### src/rtl/jk_bank_driver_if.sv
// Handshake and excitation bundle between control logic, jk_bank_driver
// and the JK flip-flop bank it drives.
// master: control/bank side. slave: the driver.
interface jk_bank_driver_if #(
  parameter int WIDTH = 4
);
  logic [WIDTH-1:0] tgt_data;
  logic             tgt_valid;
  logic             tgt_ready;
  logic [WIDTH-1:0] j;
  logic [WIDTH-1:0] k;
  logic [WIDTH-1:0] q_fb;
  logic             done;
  logic             err;
  logic [WIDTH-1:0] err_mask;
  logic [7:0]       err_cnt;

  modport master (
    output tgt_data, tgt_valid, q_fb,
    input  tgt_ready, j, k, done, err, err_mask, err_cnt
  );

  modport slave (
    input  tgt_data, tgt_valid, q_fb,
    output tgt_ready, j, k, done, err, err_mask, err_cnt
  );
endinterface

### src/rtl/jk_bank_driver.sv
// jk_bank_driver: accepts a target word, drives one edge of J/K excitation
// into a JK flip-flop bank, waits SETTLE cycles, then checks the bank's Q.
// Build option: define JK_TOGGLE_EN to drive differing bits as toggles
// (j=k=1); otherwise differing bits use set/reset encoding (j=t, k=~t).
module jk_bank_driver #(
  parameter int WIDTH  = 4,
  parameter int SETTLE = 1
) (
  input logic             clk,
  input logic             reset,
  jk_bank_driver_if.slave bus
);

  localparam int CNT_W = 4;

  typedef enum logic [1:0] {
    S_IDLE  = 2'd0,
    S_DRIVE = 2'd1,
    S_WAIT  = 2'd2
  } state_t;

  state_t           state_p0;
  state_t           state_nxt;
  logic [CNT_W-1:0] cnt_p0;
  logic [CNT_W-1:0] cnt_nxt;
  logic             accept;
  logic             check;

  logic [WIDTH-1:0] target_p0;
  logic [WIDTH-1:0] j_p0;
  logic [WIDTH-1:0] k_p0;
  logic             done_p1;
  logic             err_p1;
  logic [WIDTH-1:0] err_mask_p1;
  logic [7:0]       err_cnt_p1;
  logic [WIDTH-1:0] diff;

  // J excitation for bits whose current Q differs from the target
  function automatic logic [WIDTH-1:0] exc_j(input logic [WIDTH-1:0] q,
                                             input logic [WIDTH-1:0] t);
`ifdef JK_TOGGLE_EN
    return q ^ t;
`else
    return (q ^ t) & t;
`endif
  endfunction

  // K excitation for bits whose current Q differs from the target
  function automatic logic [WIDTH-1:0] exc_k(input logic [WIDTH-1:0] q,
                                             input logic [WIDTH-1:0] t);
`ifdef JK_TOGGLE_EN
    return q ^ t;
`else
    return (q ^ t) & ~t;
`endif
  endfunction

  // Failure counter sticks at 255 instead of wrapping
  function automatic logic [7:0] sat_inc(input logic [7:0] v);
    return (v == 8'hFF) ? v : v + 8'd1;
  endfunction

  assign diff          = bus.q_fb ^ target_p0;
  assign bus.tgt_ready = (state_p0 == S_IDLE);
  assign bus.j         = j_p0;
  assign bus.k         = k_p0;
  assign bus.done      = done_p1;
  assign bus.err       = err_p1;
  assign bus.err_mask  = err_mask_p1;
  assign bus.err_cnt   = err_cnt_p1;

  // State and settle counter registers
  always_ff @(posedge clk) begin
    if (reset) begin
      state_p0 <= S_IDLE;
      cnt_p0   <= '0;
    end else begin
      state_p0 <= state_nxt;
      cnt_p0   <= cnt_nxt;
    end
  end

  // Next-state logic; accept and check are the two edge events
  always_comb begin
    state_nxt = state_p0;
    cnt_nxt   = cnt_p0;
    accept    = 1'b0;
    check     = 1'b0;
    case (state_p0)
      S_IDLE: begin
        if (bus.tgt_valid) begin
          accept    = 1'b1;
          state_nxt = S_DRIVE;
        end
      end
      S_DRIVE: begin
        state_nxt = S_WAIT;
        cnt_nxt   = CNT_W'(SETTLE);
      end
      S_WAIT: begin
        if (cnt_p0 <= CNT_W'(1)) begin
          check     = 1'b1;
          state_nxt = S_IDLE;
        end else begin
          cnt_nxt = cnt_p0 - CNT_W'(1);
        end
      end
      default: state_nxt = S_IDLE;
    endcase
  end

  // Stage p0: target capture and one-edge excitation; stage p1: check result
  always_ff @(posedge clk) begin
    if (reset) begin
      target_p0   <= '0;
      j_p0        <= '0;
      k_p0        <= '0;
      done_p1     <= 1'b0;
      err_p1      <= 1'b0;
      err_mask_p1 <= '0;
      err_cnt_p1  <= '0;
    end else begin
      j_p0    <= '0;
      k_p0    <= '0;
      done_p1 <= 1'b0;
      if (accept) begin
        target_p0 <= bus.tgt_data;
        j_p0      <= exc_j(bus.q_fb, bus.tgt_data);
        k_p0      <= exc_k(bus.q_fb, bus.tgt_data);
      end
      if (check) begin
        done_p1     <= 1'b1;
        err_p1      <= |diff;
        err_mask_p1 <= diff;
        if (|diff) err_cnt_p1 <= sat_inc(err_cnt_p1);
      end
    end
  end

endmodule

### src/flat_wrapper.sv
// flat-port wrapper written by rule: the top's interface ports become plain ports
module jk_bank_driver_flat 
#(
  parameter int WIDTH  = 4,
  parameter int SETTLE = 1
)
  (clk, reset, bus_tgt_data, bus_tgt_valid, bus_q_fb, bus_tgt_ready, bus_j, bus_k, bus_done, bus_err, bus_err_mask, bus_err_cnt);
  jk_bank_driver_if #(.WIDTH(WIDTH)) bus_i ();
  input logic clk;
  input logic reset;
  input wire logic [$bits(bus_i.tgt_data)-1:0] bus_tgt_data;
  input wire logic [$bits(bus_i.tgt_valid)-1:0] bus_tgt_valid;
  input wire logic [$bits(bus_i.q_fb)-1:0] bus_q_fb;
  output wire logic [$bits(bus_i.tgt_ready)-1:0] bus_tgt_ready;
  output wire logic [$bits(bus_i.j)-1:0] bus_j;
  output wire logic [$bits(bus_i.k)-1:0] bus_k;
  output wire logic [$bits(bus_i.done)-1:0] bus_done;
  output wire logic [$bits(bus_i.err)-1:0] bus_err;
  output wire logic [$bits(bus_i.err_mask)-1:0] bus_err_mask;
  output wire logic [$bits(bus_i.err_cnt)-1:0] bus_err_cnt;
  assign bus_i.tgt_data = bus_tgt_data;
  assign bus_i.tgt_valid = bus_tgt_valid;
  assign bus_i.q_fb = bus_q_fb;
  assign bus_tgt_ready = bus_i.tgt_ready;
  assign bus_j = bus_i.j;
  assign bus_k = bus_i.k;
  assign bus_done = bus_i.done;
  assign bus_err = bus_i.err;
  assign bus_err_mask = bus_i.err_mask;
  assign bus_err_cnt = bus_i.err_cnt;
  jk_bank_driver #(.WIDTH(WIDTH), .SETTLE(SETTLE)) u_core (.clk(clk), .reset(reset), .bus(bus_i));
endmodule
### config.mk
export PLATFORM = sky130hd
export DESIGN_NAME = jk_bank_driver_flat
export DESIGN_NICKNAME = d
export VERILOG_FILES = /design/src/rtl/jk_bank_driver_if.sv /design/src/rtl/jk_bank_driver.sv /design/src/flat_wrapper.sv
export SDC_FILE = /design/constraint.sdc
export NUM_CORES = 1
export LEC_CHECK = 0
export CORE_MARGIN = 3
export CORE_UTILIZATION = 52
export CTS_BUF_LIST = sky130_fd_sc_hd__clkbuf_16
export DETAILED_ROUTE_END_ITERATION = 8
export GPL_ROUTABILITY_DRIVEN = 1
export PLACE_DENSITY = 0.83
export SYNTH_ARGS = -nofsm -noshare
export SYNTH_HDL_FRONTEND = slang
export SYNTH_SLANG_ARGS = --single-unit
### constraint.sdc
create_clock -name clk -period 2.6 [get_ports clk]
set_input_delay 0.52 -clock clk [delete_from_list [all_inputs] [get_ports clk]]
set_output_delay 0.52 -clock clk [all_outputs]
set_load 0.02 [all_outputs]
# Word level (Yosys, flattened, before mapping)
# Cells that the tools add are included.
# Widths: inputs -> output; s select.
[word_totals]
register_bits = 32
word_cells = 42
input_bits = 11
[op_classes]
n_reduce_logical = 7
n_mux = 10
n_eq_ne = 6
addsub = 2
bitwise = 7
magnitude_cmp = 1
[op_table]
columns = ["operator", "count"]
rows = [
  ["$add 8x1->8 const B", 1],
  ["$and 4x4->4", 2],
  ["$eq 8x8->1 const B", 1],
  ["$pmux 4 s2", 1],
  ["$xor 4x4->4", 2],
  ["$pmux 2 s3", 1],
  ["$mux 1", 5],
  ["$le 4x1->1 const B", 1],
  ["$mux 2", 2],
  ["$mux 4", 1],
  ["$ne 2x2->1 const B", 2],
  ["$not 4->4", 1],
  ["$reduce_and 2->1", 2],
  ["$reduce_or 4->1", 1],
  ["$sub 4x1->4 const B", 1],
  ["$reduce_and 3->1", 1],
  ["$eq 2x1->1 const B", 1],
  ["$eq 2x2->1 const B", 1],
  ["$logic_not 2->1", 1],
  ["$ne 2x1->1 const B", 1],
  ["$not 1->1", 2],
  ["$reduce_bool 2->1", 1],
  ["$reduce_or 2->1", 1],
]

# Depth between registers and ports, before layout
# Gate-level depths: netlist (run 1).
[depth]
ltp_word = 4
ltp_mapped = 7
mapped_depth_nobuf = 6

# Least setup slack after synthesis (run 1)
# OpenSTA, ideal clock, no wires.
[synth_timing]
path_type = "input port to flip-flop"
startpoint = "input port bus_q_fb[2]"
endpoint = "register u_core.err_cnt_p1[5] (netlist: u_core.bus.err_cnt[5])"
cell_stages = 5
arrival_time_ps = 1574
path_buffers = 1
setup_slack_ps = 906
cell_sequence = "xor2_1 > nor4_1 > buf_2 > nor4_1 > mux2_2"
[synth_between]
elab_chain_len = 3
[synth_lines]
columns = ["item", "line", "text"]
rows = [
  ["from (decl)", "flat_wrapper.sv:13", "input wire logic [$bits(bus_i.q_fb)-1:0] bus_q_fb;"],
  ["$xor 4x4->4", "jk_bank_driver.sv:63", "assign diff = bus.q_fb ^ target_p0;"],
  ["$reduce_or 4->1", "jk_bank_driver.sv:135", "if (|diff) err_cnt_p1 <= sat_inc(err_cnt_p1);"],
  ["$reduce_and 3->1 (no source line)", "-", ""],
  ["to (signal assigned)", "jk_bank_driver.sv:135", ""],
  ["to (decl)", "jk_bank_driver.sv:35", "logic [7:0] err_cnt_p1;"],
]
# Every way passes these cells.
# A chain may end at the register's enable or synchronous reset.

# Worst setup path after layout (run 1)
[layout_timing]
startpoint = "input port bus_q_fb[0]"
endpoint = "register u_core.err_cnt_p1[5] (netlist: u_core.bus.err_cnt[5])"
# Same word-level chain as after synthesis.

==> reports/results.ini, run 1 <==
[clocking]
h-tree-depth = 2
clkTransAtPathRegs_ns = 0.05
cts_setup_buffers = 0
cts_tree = done
cts_root_buffer = clkbuf_16
clk_latency_ns = 0.28
clock_path_buffers = 2
clkSinkCount = 32
numCtsBuffers = 5
cts_hold_repair.buffers = 0
postCtsResizedCells = 0

[place]
gp_congestion = 0.760
place_inst = 214
dp_hpwl_mm = 2.33
pre_cts_slack_ns = 0.282
portBuffers = 33

[floorplan]
rows = 18
initial_core_util = 0.560
die_h_microns = 58.4
pin_count = 34
coreArea_sq_mm = 0.00254
die_w_microns = 58.4
dieArea_sq_mm = 0.00341

[layout]
drive_gt1_frac = 0.0681
diodes = 0
nNetsFinal = 205
final_cell_mix = clkdlybuf4s50_1, dfxtp_1, nor2_1
final_common_cell = clkdlybuf4s50_1
final_cells = 221
area_growth_pct = 33.1

[setup_path]
startpoint = bus_q_fb[0]
cp_max_fo = 12
start_kind = input pin
reg2reg_depth = 4
required_ns = 2.77
worstSetupPathType = in -> reg
arrival_ns = 2.24
cp-end-kind = flop
r2r-start = u_core.state_p0[1]

[flow_run]
maxCapViolations = 0

[route]
wl_per_cell_microns = 15.0
wirelength_mm = 3.32
vias_per_cell = 5.71
ant_nets = 0
drc_errors = 0
drtIter0Drc = 55
vias = 1263
first_pass_iters = 4

[sta]
setup_tns_ns = 0
hold_viol = 0
max-slew-margin-rel = 0.712
skew_ns = 0.00769
fmax_mhz = 483
rsz0062_at_grt = false
fin_crit_sh = 0.796
worst_slew_pin_slew_ns = 0.432
min_period_ns = 2.07
setup_viol = 0
slew_violations = 0
worst_slack_ns = 0.530

[global_routing]
antenna_found_initial = 0
grt_pass1_wl_mm = 5.85
grt.total_usage = 0.230
grt_overflow = 0
first_global_vias = 1259
grt_start_max_net_pins = 16

[min_path]
min_from = u_core.bus.err_mask[2]
hold_path.class = reg -> reg
whs_path_depth = 2

[yosys]
syn_inst = 158
yosysSeqAreaShare = 0.449
synth_area_sq_mm = 0.00143
ys_ff_latch = 32
synth_edf_count = 0
synthArstFlopShare = 0
syn-num-nets = 172
ys_warn_count = 0
synth.avg_cell_area_sq_um = 9.03
yosysUniqueCellTypes = 36
synthFlopType = dfxtp_1

[power]
leakage_nw = 0.672
peakVddDrop_uv = 719
powerDensity_mw_per_mm2 = 631
total_power_mw = 1.20

[status]
status = completed

==> final timing paths <==
kind                                               end  slack, ns
worst min register to register  u_core.bus.err_mask[2]       0.50
worst max-delay path             u_core.bus.err_cnt[5]       0.53
worst min-delay path            u_core.bus.err_mask[2]       0.50
worst max register to register   u_core.bus.err_cnt[5]       0.68
==> state kept, by name (all words and copies together), names as in the netlist <==
register             cells
u_core.bus.j             4
u_core.bus.err_cnt       8
u_core.target_p0         4
u_core.bus.k             4
u_core.state_p0          2
u_core.cnt_p0            4
u_core.bus.err_mask      4
u_core.bus.done          1
u_core.bus.err           1
==> power breakdown <==
part           leakage [nW]  internal [mW]  switching (mW)  total (mW)
combinational         0.347         0.0664          0.0738       0.140
clock                0.0648          0.341           0.190       0.531
sequential            0.260          0.509          0.0171       0.526
total                 0.672          0.916           0.281        1.20
==> per-stage QoR <==
step,utilization,hold slack [ns],instance area [sq um]
after floorplan,-,0.481,1430
after global placement,0.694,0.475,1770
after detailed placement,0.694,0.491,1770
after CTS,0.746,0.500,1900
after global routing,0.746,0.534,1900
final,0.746,0.496,1900
==> critical path, cell delays in order <==
cell and delay, ns:
clkdlybuf4s50_1 0.53, xor2_1 0.25, nor4_1 0.10, buf_4 0.18, nor4_1 0.30, mux2_2 0.37
==> synthesized netlist by cell type (2+ instances only) <==
master,count,area [sq um]
nor3b_1,9,67.6
a311oi_1,2,17.5
xor2_1,4,35.0
mux2i_1,7,70.1
inv_1,6,22.5
nand4_1,2,12.5
dfxtp_1,32,641
nor3_1,5,25.0
o21ai_0,4,20.0
clkbuf_1,6,22.5
nor2_1,21,78.8
nor4_1,2,12.5
buf_2,2,10.0
o31ai_1,3,22.5
ha_1,3,37.5
nand2b_1,4,25.0
nand2_1,4,15.0
or4_1,4,30.0
a21oi_1,10,50.1
and2_1,3,18.8
a21o_1,2,15.0
nand3_1,6,30.0
a31oi_1,2,12.5
nor2b_1,3,18.8
==> kinds of logic after synthesis <==
| family | synth area share |
|---|---|
| AOI/OAI and AO/OA | 0.128 |
| adders and majority gates | 0.0263 |
| and+or+nand+nor | 0.263 |
| buffers and inverters | 0.0518 |
| muxes | 0.0570 |
| DFF | 0.449 |
| xor gates and xnor gates | 0.0246 |
==> layer usage <==
layer | up-vias | track usage | wire length [microns]
met5 | - | 0 | 0
met4 | 0 | 0.159 | 97
met3 | 12 | 0.0680 | 235
met2 | 47 | 0.357 | 1610
met1 | 588 | 0.270 | 1380
li1 | 616 | - | -
==> area by class of cell <==
| class | instances | area [sq um] |
|---|---|---|
| inverter | 6 | 22.5 |
| timing repair buffer | 36 | 353 |
| multi-input combinational | 110 | 712 |
| clock buffer | 5 | 125 |
| sequential | 32 | 641 |
| fill | 193 | 647 |
| clock inverter | 2 | 7.51 |
| tap | 30 | 37.5 |
Power figures use the tool's default switching activity.
==> run 2: changes to the inputs <==
- CORE_UTILIZATION: 52 -> 48
- PLACE_DENSITY: 0.83 -> 0.78
- clock period: 2.6 -> 2 ns (I/O delays scaled with it)
==> run 2 against run 1 <==
  * Final cell count is 4.5% higher
  * Clock power increased by 33%
  * Highest routed layer unchanged
  * Largest power group unchanged
  * Global-route usage is 3.3 points lower
  * First-iteration DRC count is 55% higher
  * Critical endpoint is now bus_tgt_ready
  * Sequential power rose by 29%
==> reports/results.ini, run 2 (synthesis results as in run 1) <==
[status]
status = completed

[sta]
rsz0062_at_grt = false
fin_crit_sh = 0.966
worst_slack_ns = 0.0688  ; -0.461 ns
slew_violations = 0  ; unchanged
skew_ns = 0.00469  ; -0.00301 ns
fmax_mhz = 518
max-slew-margin-rel = 0.724  ; +0.0122
setup_tns_ns = 0  ; unchanged
worst_slew_pin_slew_ns = 0.413  ; -0.0189 ns
min_period_ns = 1.93
hold_viol = 0  ; unchanged
setup_viol = 0  ; unchanged

[setup_path]
reg2reg_slack_ns = 0.15  ; -0.53 ns
start_kind = flop
critPathTopFamily = buffers and inverters
worstPathCellList = buf_4 > nor2_1 > clkdlybuf4s50_1
cp_max_fo = 14  ; +2
required_ns = 1.60  ; -1.17 ns
arrival_ns = 1.53  ; -0.71 ns
cpPeakStageDelay_ns = 0.63  ; +0.10 ns
crit_slowest_cell = clkdlybuf4s50_1
critical_path_buf_inv_count = 2  ; unchanged
worstSetupPathType = reg -> out
cp-end-kind = primary output

[global_routing]
grt_overflow = 0  ; unchanged
first_global_vias = 1173  ; -6.8%
grt_start_max_net_pins = 15  ; -1
grt.total_usage = 0.197  ; -0.0326
antenna_found_initial = 0  ; unchanged
grt_pass1_wl_mm = 5.21  ; -11%

[route]
wl_per_cell_microns = 13.9  ; -7.3%
vias = 1262  ; -0.079%
drtIter0Drc = 85  ; +55%
wirelength_mm = 3.22  ; -3.1%
vias_per_cell = 5.46  ; -4.4%
first_pass_iters = 5  ; +1
drc_errors = 0  ; unchanged
ant_nets = 0  ; unchanged

[layout]
drive_gt1_frac = 0.115  ; +0.0469
final_common_cell = clkdlybuf4s50_1
largest_reg_flops = 8  ; unchanged
final_cell_mix = clkdlybuf4s50_1, dfxtp_1, nor2_1
area_growth_pct = 37.8
diodes = 0  ; unchanged
fin_util = 0.701  ; -0.0451
nNetsFinal = 213  ; +3.9%

[min_path]
hold_path.class = reg -> reg

[floorplan]
die_h_microns = 60.5  ; +3.7%
initial_core_util = 0.508  ; -0.0520
dieArea_sq_mm = 0.00366  ; +7.4%
die_w_microns = 60.5  ; +3.7%
coreArea_sq_mm = 0.00281  ; +10%
pin_count = 34  ; unchanged
rows = 19  ; +1

[clocking]
clkSinkCount = 32  ; unchanged
clock_path_buffers = 2  ; unchanged
h-tree-depth = 2  ; unchanged
clkTransAtPathRegs_ns = 0.05  ; about the same
cts_tree = done
cts_hold_repair.buffers = 0  ; unchanged
postCtsResizedCells = 0  ; unchanged
cts_setup_buffers = 0  ; unchanged
clk_latency_ns = 0.27  ; about the same
numCtsBuffers = 5  ; unchanged
cts_root_buffer = clkbuf_16

[place]
portBuffers = 33  ; unchanged
dp_hpwl_mm = 2.27  ; -2.6%
pre_cts_slack_ns = -0.170  ; -0.452 ns
gp_congestion = 0.861  ; +13%

[power]
powerDensity_mw_per_mm2 = 809  ; +28%
leakage_nw = 0.717  ; +6.8%
peakVddDrop_uv = 709  ; -1.4%
total_power_mw = 1.59  ; +33%

[flow_run]
maxCapViolations = 0  ; unchanged

## run 2: changes by cell type in the layout (fill, tap and decap cells not counted)
| cell | change |
|---|---|
| buf_4 | +8 |
| clkinv_2 | +2 |
| clkinv_1 | -1 |
## run 2: cell type report
| class | instances | area, sq um |
|---|---|---|
| Tap cell | 31 | 38.8 |
| Fill cell | 214 | 840 |
| Timing Repair Buffer | 44 | 413 |
| Inverter | 6 | 22.5 |
| Clock buffer | 5 | 125 |
| Multi-Input combinational cell | 110 | 712 |
| Clock inverter | 3 | 13.8 |
| Sequential cell | 32 | 641 |
## run 2: through the flow
| step | std cells | hold WS [ns] | area (sq um) |
|---|---|---|---|
| finish | 231 | 0.499 | 1970 |
| CTS | 231 | 0.503 | 1970 |
| global route | 231 | 0.519 | 1970 |
| detailed placement | 223 | 0.487 | 1830 |
| global placement | 223 | 0.480 | 1830 |
| floorplan | 158 | 0.476 | 1430 |
## run 2: per-layer routing
metal  track usage  wire (microns)  up-vias
met1         0.233            1410      586
met4        0.0960              20        0
met2         0.310            1590       39
li1              -               -      635
met3        0.0809             192        2
met5             0               0        -
## run 2: worst paths after layout
path | startpoint | to | cells after the start
worst max-delay path | u_core.state_p0[1] | bus_tgt_ready | 3
worst min-delay path | u_core.bus.err | u_core.bus.err | 2
worst max register to register | u_core.cnt_p0[1] | u_core.bus.err_cnt[5] | 6
worst min register to register | u_core.bus.err | u_core.bus.err | 2
## run 2: report_power, final
part           internal [mW]  leakage [nW]  switching (mW)
Sequential             0.662         0.260          0.0189
Combinational          0.100         0.386           0.103
Clock                  0.451        0.0710           0.257
Total                   1.21         0.717           0.378
## run 2: worst min-delay path: stages (launching register included)
cell	delay, ns
dfxtp_1	0.33
mux2i_1	0.07
nor2_1	0.07
